### src/rtl/simd_signed_adder.sv
// Two-stage lane-configurable signed adder (1x, 2x or 4x lanes) with valid/ready handshake.
// Build option: define SIMD_SIGNED_ADDER_SAT_EN to clamp overflowing lanes instead of wrapping.
module simd_signed_adder #(
    parameter int WIDTH = 32
) (
    input  logic             clk,
    input  logic             reset,
    input  logic             in_valid,
    output logic             in_ready,
    input  logic [1:0]       mode,
    input  logic [WIDTH-1:0] a,
    input  logic [WIDTH-1:0] b,
    output logic             out_valid,
    input  logic             out_ready,
    output logic [WIDTH-1:0] out,
    output logic [3:0]       ovf
);
    localparam int Q = WIDTH / 4;
    localparam logic [1:0] MODE_ONE  = 2'd0;
    localparam logic [1:0] MODE_TWO  = 2'd1;
    localparam logic [1:0] MODE_FOUR = 2'd2;

    logic             adv1, adv2;
    logic [1:0]       mode_n;
    logic             carry;
    logic [Q:0]       q_sum;
    logic [WIDTH-1:0] sum_c;
    logic [3:0]       sa_c, sb_c;

    logic             s1_valid;
    logic [1:0]       s1_mode;
    logic [WIDTH-1:0] s1_sum;
    logic [3:0]       s1_sa, s1_sb;

    logic [3:0]       qo;
    logic [3:0]       ovf_c;
    logic [WIDTH-1:0] res_c;

    assign adv2     = !out_valid || out_ready;
    assign adv1     = !s1_valid || adv2;
    assign in_ready = adv1 && !reset;

    // Quarter-width adders chained; the chain is cut at every active lane boundary.
    always_comb begin
        mode_n = (mode == 2'd3) ? MODE_ONE : mode;
        carry  = 1'b0;
        q_sum  = '0;
        sum_c  = '0;
        sa_c   = '0;
        sb_c   = '0;
        for (int i = 0; i < 4; i++) begin
            if (mode_n == MODE_FOUR || (i == 2 && mode_n == MODE_TWO))
                carry = 1'b0;
            q_sum = {1'b0, a[i*Q +: Q]} + {1'b0, b[i*Q +: Q]} + {{Q{1'b0}}, carry};
            sum_c[i*Q +: Q] = q_sum[Q-1:0];
            carry   = q_sum[Q];
            sa_c[i] = a[i*Q + Q - 1];
            sb_c[i] = b[i*Q + Q - 1];
        end
    end

    // Overflow computed per quarter; only quarters that are a lane's top are reported.
    always_comb begin
        for (int i = 0; i < 4; i++)
            qo[i] = (s1_sa[i] == s1_sb[i]) && (s1_sum[i*Q + Q - 1] != s1_sa[i]);
        case (s1_mode)
            MODE_TWO:  ovf_c = {2'b00, qo[3], qo[1]};
            MODE_FOUR: ovf_c = qo;
            default:   ovf_c = {3'b000, qo[3]};
        endcase
        res_c = s1_sum;
`ifdef SIMD_SIGNED_ADDER_SAT_EN
        for (int i = 0; i < 4; i++) begin
            int t;
            case (s1_mode)
                MODE_TWO:  t = (i < 2) ? 1 : 3;
                MODE_FOUR: t = i;
                default:   t = 3;
            endcase
            if (qo[t]) begin
                if (i == t)
                    res_c[i*Q +: Q] = s1_sa[t] ? {1'b1, {(Q-1){1'b0}}} : {1'b0, {(Q-1){1'b1}}};
                else
                    res_c[i*Q +: Q] = s1_sa[t] ? {Q{1'b0}} : {Q{1'b1}};
            end
        end
`endif
    end

    always_ff @(posedge clk) begin
        if (reset) begin
            s1_valid  <= 1'b0;
            s1_mode   <= MODE_ONE;
            s1_sum    <= '0;
            s1_sa     <= '0;
            s1_sb     <= '0;
            out_valid <= 1'b0;
            out       <= '0;
            ovf       <= '0;
        end else begin
            if (adv1) begin
                s1_valid <= in_valid;
                if (in_valid) begin
                    s1_mode <= mode_n;
                    s1_sum  <= sum_c;
                    s1_sa   <= sa_c;
                    s1_sb   <= sb_c;
                end
            end
            if (adv2) begin
                out_valid <= s1_valid;
                if (s1_valid) begin
                    out <= res_c;
                    ovf <= ovf_c;
                end
            end
        end
    end
endmodule

### config.mk
export PLATFORM = sky130hd
export DESIGN_NAME = simd_signed_adder
export DESIGN_NICKNAME = d
export VERILOG_FILES = /design/src/rtl/simd_signed_adder.sv
export SDC_FILE = /design/constraint.sdc
export NUM_CORES = 1
export LEC_CHECK = 0
export CELL_PAD_IN_SITES_DETAIL_PLACEMENT = 0
export CELL_PAD_IN_SITES_GLOBAL_PLACEMENT = 1
export CORE_UTILIZATION = 37
export CTS_BUF_LIST = sky130_fd_sc_hd__clkbuf_4
export DETAILED_ROUTE_END_ITERATION = 7
export PLACE_DENSITY = 0.84
export SLEW_MARGIN = 10
export SYNTH_ARGS = -nofsm -noshare
export SYNTH_HDL_FRONTEND = slang
export SYNTH_SLANG_ARGS = --single-unit
export TNS_END_PERCENT = 100
### constraint.sdc
create_clock -name clk -period 10.36 [get_ports clk]
set_clock_uncertainty 0.2 [all_clocks]
set_input_delay 2.072 -clock clk [delete_from_list [all_inputs] [get_ports clk]]
set_output_delay 2.072 -clock clk [all_outputs]
set_load 0.005 [all_outputs]
# Word-level counts from Yosys, hierarchy flattened
# Cells that the tools add are included.
[totals] regBits=80 inputBits=70
[classes] n_addsub=7 eq_ne=13 mux=5 reduce_logical=13
[ops] op="$add 8x8->9" n=3
[ops] op="$add 9x1->9" n=2
[ops] op="$add 8x1->8" n=1
[ops] op="$add 8x8->8" n=1
[ops] op="$pmux 4 s2" n=1
[ops] op="$eq 2x2->1 const B" n=3
[ops] op="$logic_and 1x1->1" n=5
[ops] op="$eq 1x1->1" n=4
[ops] op="$eq 2x1->1 const B" n=2
[ops] op="$ne 1x1->1" n=4
[ops] op="$reduce_and 2->1" n=2
[ops] op="$logic_not 1->1" n=3
[ops] op="$logic_or 1x1->1" n=3
[ops] op="$mux 1" n=3
[ops] op="$mux 2" n=1

# Logic depth before layout (Yosys ltp)
# Gate-level depths: netlist of the first run.
[logic_depth] depth_word=9 mapped_depth=24 depth_no_buf=24

# Worst setup path before layout of the first run
# Ideal clock, no wire load.
[synth_timing] path_type="input -> register" startpoint="input port a[0]" endpoint="register s1_sum[30], in the netlist res_c[30]" setup_ns=0.126 arrival_ns=7.814 required_time_ns=10.034 setup_slack_ns=2.220 path_stages=24 n_path_buf=0 cell_sequence="ha_1 -> fa_1 -> a211oi_1 -> o21ai_1 -> a311oi_1 -> nor3_1 -> fa_1 -> fa_1 -> a211oi_1 -> o21ai_1 -> nand3_1 -> a21oi_1 -> fa_1 -> fa_1 -> a211oi_1 -> o21ai_1 -> a311oi_1 -> nor3_1 -> fa_1 -> fa_1 -> a21o_1 -> a211oi_1 -> or4b_1 -> nand3_1"
[synth_between] elab_chain_len=7
[synth_lines] element="start: declaration" line_no="11" rtl="input logic [WIDTH-1:0] a,"
[synth_lines] element="$add 8x8->9" line_no="54" rtl="q_sum = {1'b0, a[i*Q +: Q]} + {1'b0, b[i*Q +: Q]} + {{Q{1'b0}}, carry};"
[synth_lines] element="$mux 1" line_no="52" rtl="if (mode_n == MODE_FOUR || (i == 2 && mode_n == MODE_TWO))"
[synth_lines] element="$add 9x1->9" line_no="54"
[synth_lines] element="$mux 1" line_no="52"
[synth_lines] element="$add 9x1->9" line_no="54"
[synth_lines] element="$mux 1" line_no="52"
[synth_lines] element="$add 8x1->8" line_no="54"
[synth_lines] element="end signal: assignment" line_no="105" rtl="s1_sum <= sum_c;"
[synth_lines] element="end: declaration" line_no="32" rtl="logic [WIDTH-1:0] s1_sum;"
# Every way passes these cells.
# A chain may end at the register's enable or synchronous reset.

# Final worst setup path of the first run
# Same ends and word-level chain as after synthesis.

==> run_results.csv, run 1 <==
group,metric,value,unit
outcome,status,"finished, final reports clean",
clocking,cts_tree,"yes",
clocking,cts_max_level,3,
setup_path,startpoint_type,"input port",
setup_path,reg2reg_depth,3,
sta,slew_viol_final,0,
die,start_util,38.67,%
clocking,post_cts_resized,0,
pwr,internal-power,477.1,uW
drt,vias,3955,
drt,wl_per_cell,14.23,um
place,dp.cells,749,
flow_run,max_cap_viol_count,0,
synthesis,seq_area_frac_synth,37.55,%
finish,nNetsFinal,730,
die,io_pins,108,
clocking,cts_max_path_buffers,2,
setup_path,arrival,8.90,ns
pwr,p_clk_share,26.3,%
clocking,numCtsBuffers,9,
pwr,p_leak,0.002094,uW
setup_path,startpoint,"a[0]",
pwr,p_sw_share,29.89,%
min_path,holdCritStartpoint,"res_c[3]",
clocking,clk_latency,0.43,ns
global_route,grt_remaining_overflow,0,
pwr,vdd_ir_drop_max,0.07804,mV
setup_path,cpPeakStageDelay,0.46,ns
place,place_ws,1.200,ns
setup_path,slowest_stage,"fa_1",
pwr,seq_power_share,50.2,%
sta,period_share,84.61,%
pwr,switchingPower,203.4,uW
place,place_area,5410,um^2
drt,firstDrtPassIters,4,
finish,fin_cells,766,
global_route,grt_max_degree,85,
place,routabilityCongestion,0.9008,
synthesis,synthTopCellsByArea,"dfxtp_1, nand2_1, ha_1",
setup_path,path_common_cell,"fa_1",
synthesis,synth.cell_area,4265,um^2
synthesis,synth_top_area_share,37.55,%
setup_path,required,10.50,ns
drt,ant_nets,0,
synthesis,syn_avg_cell_area,8.109,um^2
global_route,grt_usage,18.50,%
place,dp_hpwl,8.010,mm
pwr,cellPowerDensity,122.5,nW/um^2
drt,drt-total-wl,10.90,mm
finish,syn2layout_area_growth,30.27,%
die,die_h,109.4,um
die,coreArea,11030,um^2
sta,fin_hold_ws,0.2562,ns
sta,relSlewSlack,20.71,%
min_path,hold_class,"reg2reg",
setup_path,crit_path_end_kind,"flop",
die,dieWidth,109.4,um
clocking,clock_sinks,80,
global_route,first_global_vias,3473,
sta,clock.fmax,0.1141,GHz
min_path,min_delay_path_depth,2,
clocking,cts_setup_buffers,0,
sta,rsz0062_at_grt,"no",
synthesis,synth-seq-cells,80,
sta,worstMarginPinSlew,1.187,ns
drt,drt_iter0_drc,280,
synthesis,synth.distinct_cells,47,
clocking,hold_buffers,0,
die,rows,38,
finish,final_cell_mix,"nand2_1, clkdlybuf4s50_1, dfxtp_1",
clocking,root_buffer,"clkbuf_4",
sta,setup_ws,1.594,ns
setup_path,r2r_setup_slack,8.33,ns
sta,timing.setup.tns,0,ns
sta,setup_viol,0,
sta,final-hold-violation-count,0,
global_route,grt_pass1_wl,17.04,mm
pwr,combPwrFrac,23.4,%
finish,design_area,5557,um^2
synthesis,yosys_warnings,0,
drt,drc,0,
setup_path,crit_type,"in2reg",
clocking,clk_pin_slew,0.14,ns
drt,via_per_inst,5.163,
global_route,grt_antenna_before_repair,1,
setup_path,r2r_start,"out_valid",
finish,final_common_cell,"nand2_1",
finish,drive_gt1_share,5.280,%
synthesis,synthCells,526,
synthesis,synth_nets,635,
sta,min_period,8.766,ns
die,die_area,11960,um^2
place,io_buffers,107,
setup_path,crit_fanout,3,
synthesis,synth_area_leader_cell,"dfxtp_1",
[flip-flops by register name, indices dropped and copies added (netlist names)]
name       flops
out           32
out_valid      1
ovf            4
res_c         32
s1_mode        2
s1_sa          4
s1_sb          4
s1_valid       1
[cell usage after synthesis, drive strengths merged]
library cell,count
nor3,2
fa,7
clkbuf,3
o22ai,4
buf,24
a21o,12
xnor2,5
nand4,6
a21oi,72
nand2,128
o311ai,3
xor2,1
nand4b,1
or3,1
or4,3
a221oi,1
dfxtp,80
a2111o,6
o41ai,1
o31ai,1
a211oi,13
o21ai,12
nor2,21
a211o,4
nand3,27
nand2b,7
and3b,1
or2,4
ha,32
nor4,2
or4b,1
inv,12
o21a,5
a2111oi,1
a311oi,2
nor3b,2
o211ai,8
a31oi,5
and2,5
nand3b,1
[worst max-delay path: cells and delay by family]
family,cells,cell delay [ns]
fa+ha+maj,8,3.27
compound gates,11,2.61
simple gates,5,0.55
buf+inv,1,0.41
[final cells by class]
| cell class | count | area, um^2 |
|---|---|---|
| diodes | 1 | 2.502 |
| clock buffers | 9 | 67.56 |
| clock inverters | 6 | 61.31 |
| fillers | 1120 | 5474 |
| inverters | 12 | 45.04 |
| multi-input cells | 407 | 2500 |
| flip-flops and latches | 80 | 1602 |
| well taps | 140 | 175.2 |
| repair buffers | 111 | 1104 |
[power by group through the flow]
stage / sequential, uW / clock, uW / combinational (uW)
finish: 342 / 179 / 160
global route: 344 / 197 / 177
CTS: 342 / 183 / 159
detailed placement: 349 / 0 / 158
global placement: 348 / 0 / 156
floorplan: 343 / 0 / 97.6
[routing by layer]
metal,up-vias,GRT usage (%),share of wire [%]
met2,104,25.97,42
met1,1784,28.38,51
met5,-,0,0
met3,13,2.193,5.0
met4,0,7.238,1.8
li1,2054,-,-
[stage by stage]
stage	utilization, %	power [uW]
5_1_grt	50.37	718.9
3_3_place_gp	49.05	503.9
6_report	50.37	680.5
2_1_floorplan	-	440.4
3_5_place_dp	49.05	506.3
4_1_cts	50.22	683.5
[worst paths after layout]
check              endpoint
hold reg to reg      out[3]
setup / recovery  res_c[30]
hold / removal       out[3]
setup reg to reg     ovf[0]
[kinds of logic after synthesis]
kind of cell,Yosys count,share of synthesized area (%)
AO/OA/AOI/OAI,150,22.59
XOR/XNOR,6,1.232
adder cells (fa/ha/maj),39,12.67
buffers and inverters,39,3.901
flip-flops,80,37.55
AND/OR/NAND/NOR,212,22.06
Note: power is estimated with default switching activity, not from simulation.
==> inputs of run 2 (changes only) <==
CORE_UTILIZATION = 33   (was 37)
PLACE_DENSITY = 0.8   (was 0.84)
clock period = 7.1 ns   (was 10.36 ns; I/O delays follow)
==> run 2 against run 1 <==
  * Critical endpoint is now res_c[28]
  * Combinational power rose by 72%
  * Non-clock buffer count rose by 33
  * First-iteration DRC count is 2.5% higher
  * Cell area increased by 7.0%
  * Worst hold slack got worse by 0.0022 ns
  * Core utilization decreased by 3.2 points
  * Clock power rose by 49%
  * Register-to-register slack worse by 3.0 ns
  * Global-route usage is 0.20 points lower
  * Sequential share of layout area down 1.9 points
  * Critical path depth shrank 1
  * Power increased by 53%
==> run_results.csv, run 2 (synthesis gave the netlist of run 1 again) <==
group,metric,value,unit
outcome,status,"finished, final reports clean",
global_route,grt_antenna_before_repair,0,
die,die_area,13380,um^2
finish,final_cell_mix,"nand2_1, clkdlybuf4s50_1, dfxtp_1",
place,dp_hpwl,8.581,mm
drt,via_per_inst,4.911,
clocking,numCtsBuffers,9,
place,io_buffers,107,
pwr,p_leak,0.002282,uW
drt,ant_nets,0,
finish,syn2layout_area_growth,39.42,%
sta,slew_viol_final,0,
sta,relSlewSlack,42.58,%
sta,rsz0062_at_grt,"no",
place,place_area,5623,um^2
setup_path,crit_type,"in2reg",
place,routabilityCongestion,0.8253,
finish,diodes,0,
setup_path,reg2reg_depth,5,
pwr,combPwrFrac,26.5,%
sta,setup_ws,0.2982,ns
finish,utilization,47.12,%
pwr,p_clk_share,25.7,%
sta,period_share,95.80,%
clocking,clk_latency,0.43,ns
drt,firstDrtPassIters,4,
setup_path,arrival,6.96,ns
drt,drc,0,
drt,wl_per_cell,14.28,um
finish,design_area,5947,um^2
sta,worstMarginPinSlew,0.8613,ns
sta,fin_hold_ws,0.2540,ns
pwr,switchingPower,310.2,uW
global_route,grt_remaining_overflow,0,
pwr,seq_power_share,47.8,%
global_route,grt_usage,18.30,%
clocking,hold_buffers,0,
clocking,clk_pin_slew,0.13,ns
min_path,hold_class,"reg2reg",
flow_run,max_cap_viol_count,0,
sta,final-hold-violation-count,0,
finish,ff_latch_area,1602,um^2
setup_path,required,7.25,ns
sta,clock.fmax,0.1470,GHz
global_route,grt_pass1_wl,19.06,mm
sta,timing.setup.tns,0,ns
finish,multi_input_area,2620,um^2
finish,nNetsFinal,763,
die,rows,41,
drt,drt_iter0_drc,287,
die,io_pins,108,
drt,vias,4076,
clocking,root_buffer,"clkbuf_4",
finish,fill_cells,1263,
clocking,cts_max_path_buffers,2,
clocking,cts_max_level,3,
pwr,vdd_ir_drop_max,0.05323,mV
finish,final_common_cell,"nand2_1",
clocking,clock_sinks,80,
pwr,cellPowerDensity,175.0,nW/um^2
global_route,grt_max_degree,84,
die,dieWidth,115.7,um
pwr,p_sw_share,29.81,%
min_path,min_delay_path_depth,2,
setup_path,crit_path_end_kind,"flop",
place,place_ws,-0.7190,ns
pwr,internal-power,730.6,uW
sta,setup_viol,0,
global_route,first_global_vias,3822,
die,die_h,115.7,um
finish,drive_gt1_share,13.98,%
setup_path,crit_fanout,3,
die,start_util,33.80,%
sta,min_period,6.802,ns
clocking,cts_tree,"yes",
die,coreArea,12620,um^2
setup_path,startpoint_type,"input port",
drt,drt-total-wl,11.85,mm
run 2: changes by cell type in the layout (fill, tap and decap cells not counted), sizes merged, moves of 2 or more:
cell           before  now
buf                 5   38
clkdlybuf4s50     106  100
clkbuf              9   13
clkinv              5    2
dlygate4sd2         0    2
dlymetal6s2s        0    2
run 2: metal layers:
| metal | global-route usage, % | up-vias | part of all wire (%) |
|---|---|---|---|
| met5 | 0 | - | 0 |
| met4 | 5.983 | 0 | 1.5 |
| met3 | 3.138 | 12 | 5.6 |
| met2 | 27.58 | 99 | 44 |
| met1 | 26.44 | 1848 | 49 |
| li1 | - | 2117 | - |
run 2: cell type report:
cell class | instances | area share (%)
clock buffers | 11 | 1.389
clock inverters | 4 | 0.7785
inverters | 12 | 0.7574
multi-input cells | 407 | 44.06
flip-flops and latches | 80 | 26.93
well taps | 172 | 3.619
repair buffers | 144 | 22.47
run 2: worst paths after layout:
path | startpoint | end | slack (ns)
setup / recovery | a[1] | res_c[28] | 0.30
hold / removal | res_c[17] | out[17] | 0.25
setup reg to reg | s1_valid | res_c[23] | 5.31
hold reg to reg | res_c[17] | out[17] | 0.25
run 2: what timing repair did:
action | 4_1_cts | 5_1_grt
gates resized for setup | 16 | 12
setup endpoints to repair | 5 | 7
pin swaps | 24 | 24
setup buffers | 12 | 3
run 2: worst max-delay path, cell delays in order:
cell and delay [ns]:
dlygate4sd2_1 0.27, fa_2 0.43, a211oi_4 0.26, o21ai_2 0.11, a311oi_2 0.29, nor3_2 0.09
fa_2 0.36, fa_2 0.38, a211oi_4 0.25, o21ai_2 0.10, nand3_1 0.10, a21oi_2 0.06
fa_2 0.35, fa_2 0.38, a211oi_4 0.24, o21ai_2 0.11, a311oi_2 0.29, nor3_2 0.10
fa_2 0.38, fa_2 0.35, a21o_1 0.19, a21oi_2 0.13, xnor2_1 0.09, o31ai_1 0.22
run 2: per-stage QoR:
step / power [uW] / std cells
CTS: 1038 / 827
global placement: 751.9 / 800
detailed placement: 757.2 / 800
finish: 1041 / 830
global route: 1099 / 830
floorplan: 645.6 / 526
run 2: power groups by stage:
stage	Clock, uW	Combinational [uW]	Sequential, uW
CTS	275	264	498
detailed placement	0	249	508
global route	293	304	502
global placement	0	245	507
floorplan	0	145	500
finish	267	276	498
